### src/rtl/memory_arbiter_if.sv
// Bus bundle between the instruction/data requesters, the arbiter and the RAM.
// The slave view belongs to the arbiter; the master view belongs to the surrounding system.
interface memory_arbiter_if;
  logic        iREN;
  logic [31:0] iaddr;
  logic        iwait;
  logic [31:0] iload;
  logic        dREN;
  logic        dWEN;
  logic [31:0] daddr;
  logic [31:0] dstore;
  logic        dwait;
  logic [31:0] dload;
  logic        ramREN;
  logic        ramWEN;
  logic [31:0] ramaddr;
  logic [31:0] ramstore;
  logic [31:0] ramload;
  logic [1:0]  ramstate;

  modport slave (
    input  iREN, iaddr, dREN, dWEN, daddr, dstore, ramload, ramstate,
    output iwait, iload, dwait, dload, ramREN, ramWEN, ramaddr, ramstore
  );

  modport master (
    output iREN, iaddr, dREN, dWEN, daddr, dstore, ramload, ramstate,
    input  iwait, iload, dwait, dload, ramREN, ramWEN, ramaddr, ramstore
  );
endinterface

### src/rtl/memory_arbiter.sv
// Single-port RAM arbiter: data requests normally win, but an instruction fetch is
// forced through after STARVE_LIMIT consecutive data grants while it waits.
module memory_arbiter #(
  parameter int STARVE_LIMIT = 4
) (
  input logic             CLK,
  input logic             nRST,
  memory_arbiter_if.slave bus
);

  typedef enum logic [1:0] {
    IDLE  = 2'd0,
    IBUSY = 2'd1,
    DBUSY = 2'd2
  } state_t;

  localparam logic [1:0] RAM_ACCESS = 2'd2;
  localparam logic [1:0] RAM_ERROR  = 2'd3;
  localparam logic [2:0] LIMIT      = 3'(STARVE_LIMIT);

  state_t     state;
  state_t     next_state;
  logic [2:0] starve_cnt;
  logic       d_req;
  logic       ram_acc;
  logic       ram_err;
  logic       i_done;
  logic       d_done;

  function automatic logic [2:0] sat_inc(input logic [2:0] v);
    return (v >= LIMIT) ? LIMIT : v + 3'd1;
  endfunction

  assign d_req   = bus.dREN | bus.dWEN;
  assign ram_acc = (bus.ramstate == RAM_ACCESS);
  assign ram_err = (bus.ramstate == RAM_ERROR);
  assign i_done  = (state == IBUSY) & ram_acc & bus.iREN;
  assign d_done  = (state == DBUSY) & ram_acc & d_req;

  assign bus.iload = bus.ramload;
  assign bus.dload = bus.ramload;
  assign bus.iwait = bus.iREN & ~((state == IBUSY) & ram_acc);
  assign bus.dwait = d_req & ~((state == DBUSY) & ram_acc);

  always_ff @(posedge CLK or negedge nRST) begin
    if (!nRST) begin
      state <= IDLE;
    end else begin
      state <= next_state;
    end
  end

  // Starvation counter: only meaningful while an instruction fetch is waiting.
  always_ff @(posedge CLK or negedge nRST) begin
    if (!nRST) begin
      starve_cnt <= 3'd0;
    end else if (!bus.iREN || i_done) begin
      starve_cnt <= 3'd0;
    end else if (d_done) begin
      starve_cnt <= sat_inc(starve_cnt);
    end
  end

  always_comb begin
    next_state   = state;
    bus.ramREN   = 1'b0;
    bus.ramWEN   = 1'b0;
    bus.ramaddr  = 32'd0;
    bus.ramstore = 32'd0;
    case (state)
      IDLE: begin
        if (d_req && !(bus.iREN && starve_cnt == LIMIT)) begin
          next_state = DBUSY;
        end else if (bus.iREN) begin
          next_state = IBUSY;
        end
      end
      IBUSY: begin
        bus.ramaddr = bus.iaddr;
        if (!bus.iREN) begin
          next_state = IDLE;
        end else begin
          bus.ramREN = 1'b1;
          if (ram_acc || ram_err) next_state = IDLE;
        end
      end
      DBUSY: begin
        bus.ramaddr  = bus.daddr;
        bus.ramstore = bus.dstore;
        if (!d_req) begin
          next_state = IDLE;
        end else begin
          // A simultaneous read and write is treated as a write.
          bus.ramWEN = bus.dWEN;
          bus.ramREN = bus.dREN & ~bus.dWEN;
          if (ram_acc || ram_err) next_state = IDLE;
        end
      end
      default: next_state = IDLE;
    endcase
  end

endmodule

### src/flat_wrapper.sv
// flat-port wrapper written by rule: the top's interface ports become plain ports
module memory_arbiter_flat 
#(
  parameter int STARVE_LIMIT = 4
)
  (CLK, nRST, bus_iREN, bus_iaddr, bus_dREN, bus_dWEN, bus_daddr, bus_dstore, bus_ramload, bus_ramstate, bus_iwait, bus_iload, bus_dwait, bus_dload, bus_ramREN, bus_ramWEN, bus_ramaddr, bus_ramstore);
  memory_arbiter_if bus_i ();
  input logic CLK;
  input logic nRST;
  input wire logic [$bits(bus_i.iREN)-1:0] bus_iREN;
  input wire logic [$bits(bus_i.iaddr)-1:0] bus_iaddr;
  input wire logic [$bits(bus_i.dREN)-1:0] bus_dREN;
  input wire logic [$bits(bus_i.dWEN)-1:0] bus_dWEN;
  input wire logic [$bits(bus_i.daddr)-1:0] bus_daddr;
  input wire logic [$bits(bus_i.dstore)-1:0] bus_dstore;
  input wire logic [$bits(bus_i.ramload)-1:0] bus_ramload;
  input wire logic [$bits(bus_i.ramstate)-1:0] bus_ramstate;
  output wire logic [$bits(bus_i.iwait)-1:0] bus_iwait;
  output wire logic [$bits(bus_i.iload)-1:0] bus_iload;
  output wire logic [$bits(bus_i.dwait)-1:0] bus_dwait;
  output wire logic [$bits(bus_i.dload)-1:0] bus_dload;
  output wire logic [$bits(bus_i.ramREN)-1:0] bus_ramREN;
  output wire logic [$bits(bus_i.ramWEN)-1:0] bus_ramWEN;
  output wire logic [$bits(bus_i.ramaddr)-1:0] bus_ramaddr;
  output wire logic [$bits(bus_i.ramstore)-1:0] bus_ramstore;
  assign bus_i.iREN = bus_iREN;
  assign bus_i.iaddr = bus_iaddr;
  assign bus_i.dREN = bus_dREN;
  assign bus_i.dWEN = bus_dWEN;
  assign bus_i.daddr = bus_daddr;
  assign bus_i.dstore = bus_dstore;
  assign bus_i.ramload = bus_ramload;
  assign bus_i.ramstate = bus_ramstate;
  assign bus_iwait = bus_i.iwait;
  assign bus_iload = bus_i.iload;
  assign bus_dwait = bus_i.dwait;
  assign bus_dload = bus_i.dload;
  assign bus_ramREN = bus_i.ramREN;
  assign bus_ramWEN = bus_i.ramWEN;
  assign bus_ramaddr = bus_i.ramaddr;
  assign bus_ramstore = bus_i.ramstore;
  memory_arbiter #(.STARVE_LIMIT(STARVE_LIMIT)) u_core (.CLK(CLK), .nRST(nRST), .bus(bus_i));
endmodule
### config.mk
export PLATFORM = sky130hd
export DESIGN_NAME = memory_arbiter_flat
export DESIGN_NICKNAME = d
export VERILOG_FILES = /design/src/rtl/memory_arbiter_if.sv /design/src/rtl/memory_arbiter.sv /design/src/flat_wrapper.sv
export SDC_FILE = /design/constraint.sdc
export NUM_CORES = 1
export LEC_CHECK = 0
export CORE_AREA = 2 2 103 105
export CTS_CLUSTER_SIZE = 24
export DETAILED_ROUTE_END_ITERATION = 6
export DIE_AREA = 0 0 105 107
export GPL_TIMING_DRIVEN = 0
export PLACE_DENSITY = 0.69
export RECOVER_POWER = 100
export REMOVE_ABC_BUFFERS = 1
export SKIP_CTS_REPAIR_TIMING = 1
export SLEW_MARGIN = 20
export SYNTH_ARGS = -nofsm -noshare
export SYNTH_HDL_FRONTEND = slang
export SYNTH_SLANG_ARGS = --single-unit
### constraint.sdc
create_clock -name CLK -period 3.3 [get_ports CLK]
set_input_delay 0.33 -clock CLK [delete_from_list [all_inputs] [get_ports CLK]]
set_output_delay 0.33 -clock CLK [all_outputs]
set_load 0.005 [all_outputs]
==> reports/qor.txt, run 1 <==
Status = finished clean
Vias per Instance = 4.363
Initial core utilization = 15.72%
Critical Setup Path Class = reg -> out
Setup ws final = 0.5395 ns
Drt first pass iters = 4
Power per cell area = 465.7 nW/um^2
Met2 Use GR = 22.36%
DRC = 0
Routed len/inst = 24.48 um
CTS Buf Count = 3
Slew Limit Fails = 0
Vert. Die Dim = 107 um
Post-synthesis xor/xnor area fraction = 0%
Minimum clock period = 2.761 ns
CP Launch Type = flop
Post-synth ARST share = 100.0%
Slew headroom = 42.17%
GRT Residual Overflow = 0
Hold Fails Final Rpt = 0
Peak VDD IR = 0.0002522 V
H-tree levels = 1
Synth Flop Type = dfrtp_1
First-pass GRT wire length = 14.83 mm
FF-to-FF setup slack = 1.20 ns
Reg-to-Reg Start = u_core.state[0]$_DFFE_PN0P_
Share of the synthesized area in the top cell type = 30.76%
Grt met1 use = 18.75%
Worst-margin pin slew = 0.8674 ns
Die Area = 11,240 um^2
Dpl ws = 0.7747 ns
Clock sinks = 5
PortBufs = 170
Proportion of synthesized area in mux cells = 0%
Most frequent cell after synthesis = buf_4
Post-route ant nets = 0
Routability cong. = 0.7578
Setup_tns = 0 ns
Row count = 37
Core box area = 10,090 um^2
DP Area = 2939 um^2
Crit path required time = 2.97 ns
Area Growth Syn to Fin = 88.09%
Layout cells sized above 1 = 2.215%
Final #Nets = 458
Clk buf depth = 2
Multi-input logic area = 903.4 um^2
CTS clk-pin slew, worst paths = 0.03 ns
Final instance area = 2984 um^2
Fillers = 1,098
Final critical-path share of the clock period = 83.65%
Worst Path Arrival = 2.43 ns
Cell area after synthesis = 1587 um^2
Register bit total from synthesis = 5
Largest cells by area after synthesis = buf_4 (31%), a22oi_1 (15%), and2_1 (13%)
Mapped Avg Cell Area = 7.211 um^2
I/O pin total = 267
EDFF count, synth = 0
Max Fclk = 362.3 MHz
Max-cap violations = 0
Worst skew pair latency = 0.22 ns
Cells after Synth = 220
Largest net degree at the start of global routing = 51
R2R cell count = 6
Endpoints failing setup = 0
Post-synth top area cell = buf_4
Top cells by count, synth = buf_4 (65), and2_1 (34), nor2b_1 (33)
Hold Path Class = in -> async
Area fraction in compound gates after synthesis = 20.35%
Peak fanout along the critical path = 33
Final Skew = 0.001560 ns
CTS root buf = clkbuf_8
Post-synthesis sequential area ratio = 7.886%
DRT iter0 DRCs = 136
Register area = 125.1 um^2
Synth Area in Adders = 4.732%
Final core occ = 29.57%
Reg2Reg Capture Point = u_core.starve_cnt[1]$_DFFE_PN0P_
CTS tree = done
Initial antenna violation count = 0
Die X = 105 um
Leakage dissipation = 1.193 nW
Via count = 1,972
Synth cell types = 25
RSZ-0062 raised after global routing = no
Post-Synth Simple-Gate Area = 31.55%
GRT Util Overall = 18.44%
GRT busiest layer = met3
Grt met3 use = 24.68%
Post-DP HPWL = 9.285 mm
CP Capture Type = output port
Main combinational cell family by area after synthesis = buffers and inverters
Final wirelength = 11.07 mm
Number of global-route vias before repair = 2,012
Syn. warnings = 0
Antenna Cells = 0
[critical path: stages, from the launching register on]
cell           delay, ns
dfrtp_1             0.41
inv_1               0.09
ha_1                0.86
nor2b_1             0.25
dlygate4sd3_1       0.59
[cells in the final DEF (no fill, tap or decap)]
master,instances
nand3b_1,1
dlygate4sd3_1,61
o2bb2ai_1,1
dfrtp_1,5
or4b_1,1
a211oi_1,1
or4_1,1
nor2b_1,33
o21ai_0,4
and3b_1,1
o211ai_1,1
and2_1,27
ha_1,4
a31oi_1,1
clkdlybuf4s50_1,109
a22oi_1,32
nand3b_2,1
a221o_1,1
ha_2,2
inv_1,5
and4b_1,1
nand2_1,4
o21a_1,1
a21oi_1,3
clkbuf_1,1
buf_12,1
nor2_1,3
clkbuf_8,3
and2_0,7
[stage by stage]
stage          std cells  power [mW]  hold slack [ns]
5_1_grt              452       1.520           0.4160
4_1_cts              452       1.502           0.3397
3_3_place_gp         447       1.339           0.5422
6_report             452       1.390           0.4082
3_5_place_dp         448       1.377           0.5626
2_1_floorplan        141      0.5751          0.03441
[worst max-delay path by stage]
stage | cells past startpoint | slack [ns] | from | endpoint
CTS | 4 | 0.54 | u_core.state[0]$_DFFE_PN0P_ | bus_ramaddr[20]
global route | 4 | 0.35 | u_core.state[0]$_DFFE_PN0P_ | bus_ramaddr[5]
floorplan | 5 | 0.93 | u_core.state[0]$_DFFE_PN0P_ | u_core.starve_cnt[1]$_DFFE_PN0P_
detailed placement | 4 | 0.77 | u_core.state[0]$_DFFE_PN0P_ | bus_ramaddr[20]
finish | 4 | 0.54 | u_core.state[0]$_DFFE_PN0P_ | bus_ramaddr[20]
global placement | 6 | -0.16 | u_core.state[0]$_DFFE_PN0P_ | bus_ramREN
[cell families (layout without fill, tap and decap cells)]
group,count (synthesis),after routing
flip-flops,5,5
AO/OA/AOI/OAI,45,45
buffers and inverters,84,180
adder cells (fa/ha/maj),6,6
AND/OR/NAND/NOR,80,80
[metal layers]
metal  vias up  share of wire [%]
met4         2               0.87
met1       884                 36
met2       217                 36
met3         6                 27
li1        863                  -
met5         -               0.48
[flip-flops by register name, indices dropped and copies added, names as in the netlist]
register           flops
u_core.state           2
u_core.starve_cnt      3
[report_power, final]
part	internal (mW)	switching, mW	total, mW
Sequential	0.0713	0.0124	0.0837
Clock	0.0827	0.0275	0.110
Combinational	0.674	0.522	1.20
Total	0.828	0.562	1.39
[layout make-up]
| type | instances | share of cell area (%) |
|---|---|---|
| Multi-Input combinational cell | 131 | 30.27 |
| Inverter | 5 | 0.6289 |
| Timing Repair Buffer | 171 | 57.69 |
| Clock buffer | 4 | 1.509 |
| Tap cell | 136 | 5.702 |
| Sequential cell | 5 | 4.193 |
Note: power is estimated with default switching activity, not from simulation.
==> inputs of run 2 (changes only) <==
CORE_AREA = 2 2 104 106   (was 2 2 103 105)
DIE_AREA = 0 0 106 108   (was 0 0 105 107)
PLACE_DENSITY = 0.71   (was 0.69)
clock period = 2.4 ns   (was 3.3 ns; I/O delays follow)
==> reports/qor.txt, run 2 (synthesis gave the netlist of run 1 again) <==
DP Area = 2947 um^2 (was 2939 um^2)
Dpl ws = -0.1380 ns (was 0.7747 ns)
Fillers = 1,060 (was 1,098)
I/O pin total = 267 (unchanged)
Peak VDD IR = 0.0003964 V (was 0.0002522 V)
Final critical-path share of the clock period = 94.62%
Power Total = 2.102 mW (was 1.390 mW)
H-tree levels = 1 (unchanged)
Max Fclk = 440.4 MHz
Critical Setup Path Class = reg -> out (unchanged)
Slew Limit Fails = 0 (unchanged)
Area Growth Syn to Fin = 95.50% (was 88.09%)
GRT Util Overall = 19.86% (was 18.44%)
Largest net degree at the start of global routing = 37 (was 51)
CP Launch Type = flop (unchanged)
Via count = 2,030 (was 1,972)
Layout cells sized above 1 = 4.361% (was 2.215%)
First-pass GRT wire length = 15.93 mm (was 14.83 mm)
Vert. Die Dim = 108 um (was 107 um)
Final instance area = 3102 um^2 (was 2984 um^2)
WHS = 0.3140 ns (was 0.4082 ns)
Final wirelength = 12.36 mm (was 11.07 mm)
Minimum clock period = 2.271 ns
Routed len/inst = 27.04 um (was 24.48 um)
Die Area = 11,450 um^2 (was 11,240 um^2)
Hold Path Class = in -> async (unchanged)
Multi-input logic area = 935.9 um^2 (was 903.4 um^2)
Vias per Instance = 4.442 (was 4.363)
CTS clk-pin slew, worst paths = 0.03 ns (about the same)
Peak fanout along the critical path = 33 (unchanged)
Post-DP HPWL = 10.38 mm (was 9.285 mm)
Register area = 125.1 um^2 (unchanged)
PortBufs = 170 (unchanged)
GRT Residual Overflow = 0 (unchanged)
Final Skew = 0.001047 ns (was 0.001560 ns)
Slowest CP cell = dlygate4sd3_1 (was ha_1)
Final #Nets = 463 (was 458)
CTS tree = done (unchanged)
Worst Path Arrival = 2.03 ns (was 2.43 ns)
Commonest non-fill, non-tap cells in the layout = clkdlybuf4s50_1 (134), dlygate4sd3_1 (36), nor2b_1 (33) (was clkdlybuf4s50_1 (109), dlygate4sd3_1 (61), nor2b_1 (33))
Antenna Cells = 0 (unchanged)
Top flop regs = u_core.starve_cnt x3, u_core.state x2 (unchanged)
Most flop-heavy register = u_core.starve_cnt (unchanged)
RSZ-0062 raised after global routing = no (unchanged)
Endpoints failing setup = 0 (unchanged)
Leakage dissipation = 1.168 nW (was 1.193 nW)
Max FFs per register = 3 (unchanged)
Commonest non-fill, non-tap cell in the layout = clkdlybuf4s50_1 (unchanged)
Critical path cell sequence = inv_1 -> ha_4 -> nor2b_1 -> dlygate4sd3_1 (was inv_1 -> ha_1 -> nor2b_1 -> dlygate4sd3_1)
CTS Buf Count = 3 (unchanged)
FF-to-FF setup slack = 0.59 ns (was 1.20 ns)
Post-route ant nets = 0 (unchanged)
Max-cap violations = 0 (unchanged)
Hold Fails Final Rpt = 0 (unchanged)
Initial core utilization = 15.51% (was 15.72%)
Worst skew pair latency = 0.22 ns (about the same)
Clock sinks = 5 (unchanged)
DRT iter0 DRCs = 188 (was 136)
CTS root buf = clkbuf_8 (unchanged)
Row count = 37 (unchanged)
Power per cell area = 677.7 nW/um^2 (was 465.7 nW/um^2)
Number of global-route vias before repair = 2,031 (was 2,012)
Routability cong. = 0.9841 (was 0.7578)
Setup_tns = 0 ns (unchanged)
Clk buf depth = 2 (unchanged)
Die X = 106 um (was 105 um)
Initial antenna violation count = 0 (unchanged)
Crit path required time = 2.16 ns (was 2.97 ns)
Setup ws final = 0.1291 ns (was 0.5395 ns)
DRC = 0 (unchanged)
Worst-margin pin slew = 0.4354 ns (was 0.8674 ns)
Status = finished clean (unchanged)
Slew headroom = 70.87% (was 42.17%)
Core box area = 10,230 um^2 (was 10,090 um^2)
CP peak stage delay = 0.57 ns (was 0.86 ns)
Drt first pass iters = 4 (unchanged)
CP Capture Type = output port (unchanged)
==> run 2: cell types whose count changed in the layout (fill, tap and decap cells not counted), sizes merged <==
cell,delta
clkdlybuf4s50,+25
buf,+5
dlygate4sd3,-25
==> run 2: layout make-up <==
| type | count | area share, % |
|---|---|---|
| Multi-Input combinational cell | 131 | 30.17 |
| Timing Repair Buffer | 176 | 58.25 |
| Sequential cell | 5 | 4.034 |
| Inverter | 5 | 0.6051 |
| Tap cell | 136 | 5.486 |
| Clock buffer | 4 | 1.452 |
==> run 2: report_power, final <==
| group | switching, mW | internal [mW] | total (mW) |
|---|---|---|---|
| logic | 0.758 | 1.07 | 1.83 |
| clock network | 0.0395 | 0.114 | 0.153 |
| registers | 0.0224 | 0.0980 | 0.120 |
| total | 0.820 | 1.28 | 2.10 |
==> run 2: worst paths after layout <==
| path | depth (start not counted) | to | startpoint |
|---|---|---|---|
| max | 4 | bus_ramaddr[22] | u_core.state[1]$_DFFE_PN0P_ |
| min | 1 | u_core.starve_cnt[1]$_DFFE_PN0P_ | nRST |
| max reg2reg | 6 | u_core.starve_cnt[1]$_DFFE_PN0P_ | u_core.state[0]$_DFFE_PN0P_ |
| min reg2reg | 2 | u_core.starve_cnt[2]$_DFFE_PN0P_ | u_core.starve_cnt[2]$_DFFE_PN0P_ |
| max in group asynchronous | 1 | u_core.starve_cnt[0]$_DFFE_PN0P_ | nRST |
| min in group CLK | 0 | bus_dload[11] | bus_ramload[11] |
==> run 2: per-stage QoR <==
| step | cells | util (%) |
|---|---|---|
| after CTS | 452 | 29.24 |
| after detailed placement | 448 | 28.80 |
| after global placement | 447 | 28.48 |
| after global routing | 457 | 30.32 |
| after floorplan | 141 | - |
| final | 457 | 30.32 |
==> run 2: worst max-delay path, delay by kind of cell, from the launching register on <==
family / cells / cell delay (ns)
flip-flops: 1 / 0.44
adder cells (fa/ha/maj): 1 / 0.48
AND/OR/NAND/NOR: 1 / 0.17
buffers and inverters: 2 / 0.72
==> run 2: layer usage <==
metal	track usage [%]	part of all wire (%)	vias to the layer above
met5	5.804	0.65	-
met4	1.410	0.69	2
met3	18.99	21	4
met2	31.15	44	193
met1	19.76	33	956
li1	-	-	875
==> inputs of run 3 (changes only) <==
MAX_ROUTING_LAYER = met4   (was default)
==> reports/qor.txt, run 3 (synthesis gave the netlist of run 1 again) <==
Commonest non-fill, non-tap cell in the layout = clkdlybuf4s50_1 (unchanged)
Endpoints failing setup = 0 (unchanged)
DRC = 0 (unchanged)
Initial core utilization = 15.51% (unchanged)
Hold Fails Final Rpt = 0 (unchanged)
GRT Util Overall = 20.02% (was 19.86%)
Final core occ = 30.29% (was 30.32%)
Largest net degree at the start of global routing = 37 (unchanged)
Setup ws final = 0.08685 ns (was 0.1291 ns)
Die Area = 11,450 um^2 (unchanged)
Final #Nets = 463 (unchanged)
Clock sinks = 5 (unchanged)
Highest routed metal layer = met4 (was met5)
CP Launch Type = flop (unchanged)
Peak fanout along the critical path = 33 (unchanged)
Final Skew = 0.001984 ns (was 0.001047 ns)
Worst Path Arrival = 2.07 ns (was 2.03 ns)
I/O pin total = 267 (unchanged)
Vias per Instance = 4.335 (was 4.442)
Final critical-path share of the clock period = 96.38% (was 94.62%)
Area Growth Syn to Fin = 95.35% (was 95.50%)
Status = finished clean (unchanged)
Final instance area = 3099 um^2 (was 3102 um^2)
CP Capture Type = output port (unchanged)
Number of global-route vias before repair = 1,977 (was 2,031)
Top flop regs = u_core.starve_cnt x3, u_core.state x2 (unchanged)
Die X = 106 um (unchanged)
Worst skew pair latency = 0.22 ns (about the same)
Final wirelength = 12.25 mm (was 12.36 mm)
Leakage dissipation = 1.153 nW (was 1.168 nW)
Slew headroom = 74.49% (was 70.87%)
Most flop-heavy register = u_core.starve_cnt (unchanged)
CTS clk-pin slew, worst paths = 0.04 ns (was 0.03 ns)
Via count = 1,981 (was 2,030)
WL met3 = 2.472 mm (was 2.588 mm)
First-pass GRT wire length = 15.48 mm (was 15.93 mm)
DP Area = 2947 um^2 (unchanged)
CTS Buf Count = 3 (unchanged)
Hold Path Class = in -> async (unchanged)
Max Fclk = 432.3 MHz (was 440.4 MHz)
Layout cells sized above 1 = 4.361% (unchanged)
DRT iter0 DRCs = 120 (was 188)
Clk buf depth = 2 (unchanged)
Power per cell area = 685.4 nW/um^2 (was 677.7 nW/um^2)
CTS tree = done (unchanged)
Post-DP HPWL = 10.38 mm (about the same)
Drt first pass iters = 4 (unchanged)
RSZ-0062 raised after global routing = no (unchanged)
Initial antenna violation count = 0 (unchanged)
Routed len/inst = 26.81 um (was 27.04 um)
Post-route ant nets = 0 (unchanged)
CTS root buf = clkbuf_8 (unchanged)
Slew Limit Fails = 0 (unchanged)
Commonest non-fill, non-tap cells in the layout = clkdlybuf4s50_1 (138), nor2b_1 (33), a22oi_1 (32), dlygate4sd3_1 (32), and2_1 (29) (was clkdlybuf4s50_1 (134), dlygate4sd3_1 (36), nor2b_1 (33))
GRT Residual Overflow = 0 (unchanged)
Dpl ws = -0.09823 ns (was -0.1380 ns)
Crit path required time = 2.16 ns (about the same)
Met1 WL = 4.220 mm (was 4.121 mm)
Met2 wire len = 5.556 mm (was 5.478 mm)
H-tree levels = 1 (unchanged)
PortBufs = 170 (unchanged)
Peak VDD IR = 0.0004363 V (was 0.0003964 V)
Antenna Cells = 0 (unchanged)
Critical Setup Path Class = reg -> out (unchanged)
Max-cap violations = 0 (unchanged)
Vert. Die Dim = 108 um (unchanged)
Core box area = 10,230 um^2 (unchanged)
Worst-margin pin slew = 0.3812 ns (was 0.4354 ns)
WHS = 0.3181 ns (was 0.3140 ns)
Routability cong. = 1.002 (was 0.9841)
Row count = 37 (unchanged)
Max FFs per register = 3 (unchanged)
Minimum clock period = 2.313 ns (was 2.271 ns)
==> run 3: changes by cell type in the layout (fill, tap and decap cells not counted) <==
cell,previous run,this run
dfrtp_2,0,1
buf_4,0,1
and2_0,4,5
clkdlybuf4s50_1,134,138
dlygate4sd3_1,36,32
dfrtp_1,5,4
and2_1,30,29
buf_6,2,1
inv_2,1,0
inv_1,4,5
==> run 3: layout make-up <==
class,instances,area (um^2)
clock buffer,4,45.04
fill,1060,7132
inverter,5,18.77
multi-input combinational,131,935.9
sequential,5,126.4
tap,136,170.2
timing repair buffer,176,1803
==> run 3: metrics by stage <==
step | cells | setup TNS [ns] | total power [mW]
finish | 457 | 0 | 2.124
global route | 457 | 0 | 2.294
CTS | 452 | -12.43 | 2.064
detailed placement | 448 | -0.3291 | 1.892
global placement | 447 | -62.75 | 1.823
floorplan | 141 | 0 | 0.7907
==> run 3: worst max-delay path: stages (launching register included) <==
cell and delay (ns):
dfrtp_1 0.44, inv_1 0.15, ha_4 0.47, nor2b_1 0.25
clkdlybuf4s50_1 0.53
==> run 3: per-layer routing <==
metal | up-vias | GRT usage, %
met2 | 176 | 31.61
met5 | - | -
met4 | 0 | 0.2820
met3 | 2 | 18.69
li1 | 878 | -
met1 | 925 | 19.33
==> run 3: power breakdown <==
group	total [mW]	internal (mW)	switching, mW
Sequential	0.121	0.0985	0.0225
Combinational	1.85	1.10	0.751
Clock	0.154	0.114	0.0400
Total	2.12	1.31	0.814
==> run 3: path summary, 6_finish.rpt <==
path | start | to | slack (ns) | depth (start not counted)
setup / recovery | u_core.state[1]$_DFFE_PN0P_ | bus_ramaddr[15] | 0.09 | 4
hold / removal | nRST | u_core.state[1]$_DFFE_PN0P_ | 0.32 | 1
setup reg to reg | u_core.state[0]$_DFFE_PN0P_ | u_core.starve_cnt[0]$_DFFE_PN0P_ | 0.54 | 6
hold reg to reg | u_core.starve_cnt[2]$_DFFE_PN0P_ | u_core.starve_cnt[2]$_DFFE_PN0P_ | 0.57 | 2
max in group asynchronous | nRST | u_core.state[0]$_DFFE_PN0P_ | 1.87 | 1
min in group CLK | bus_ramload[10] | bus_iload[10] | 0.48 | 0
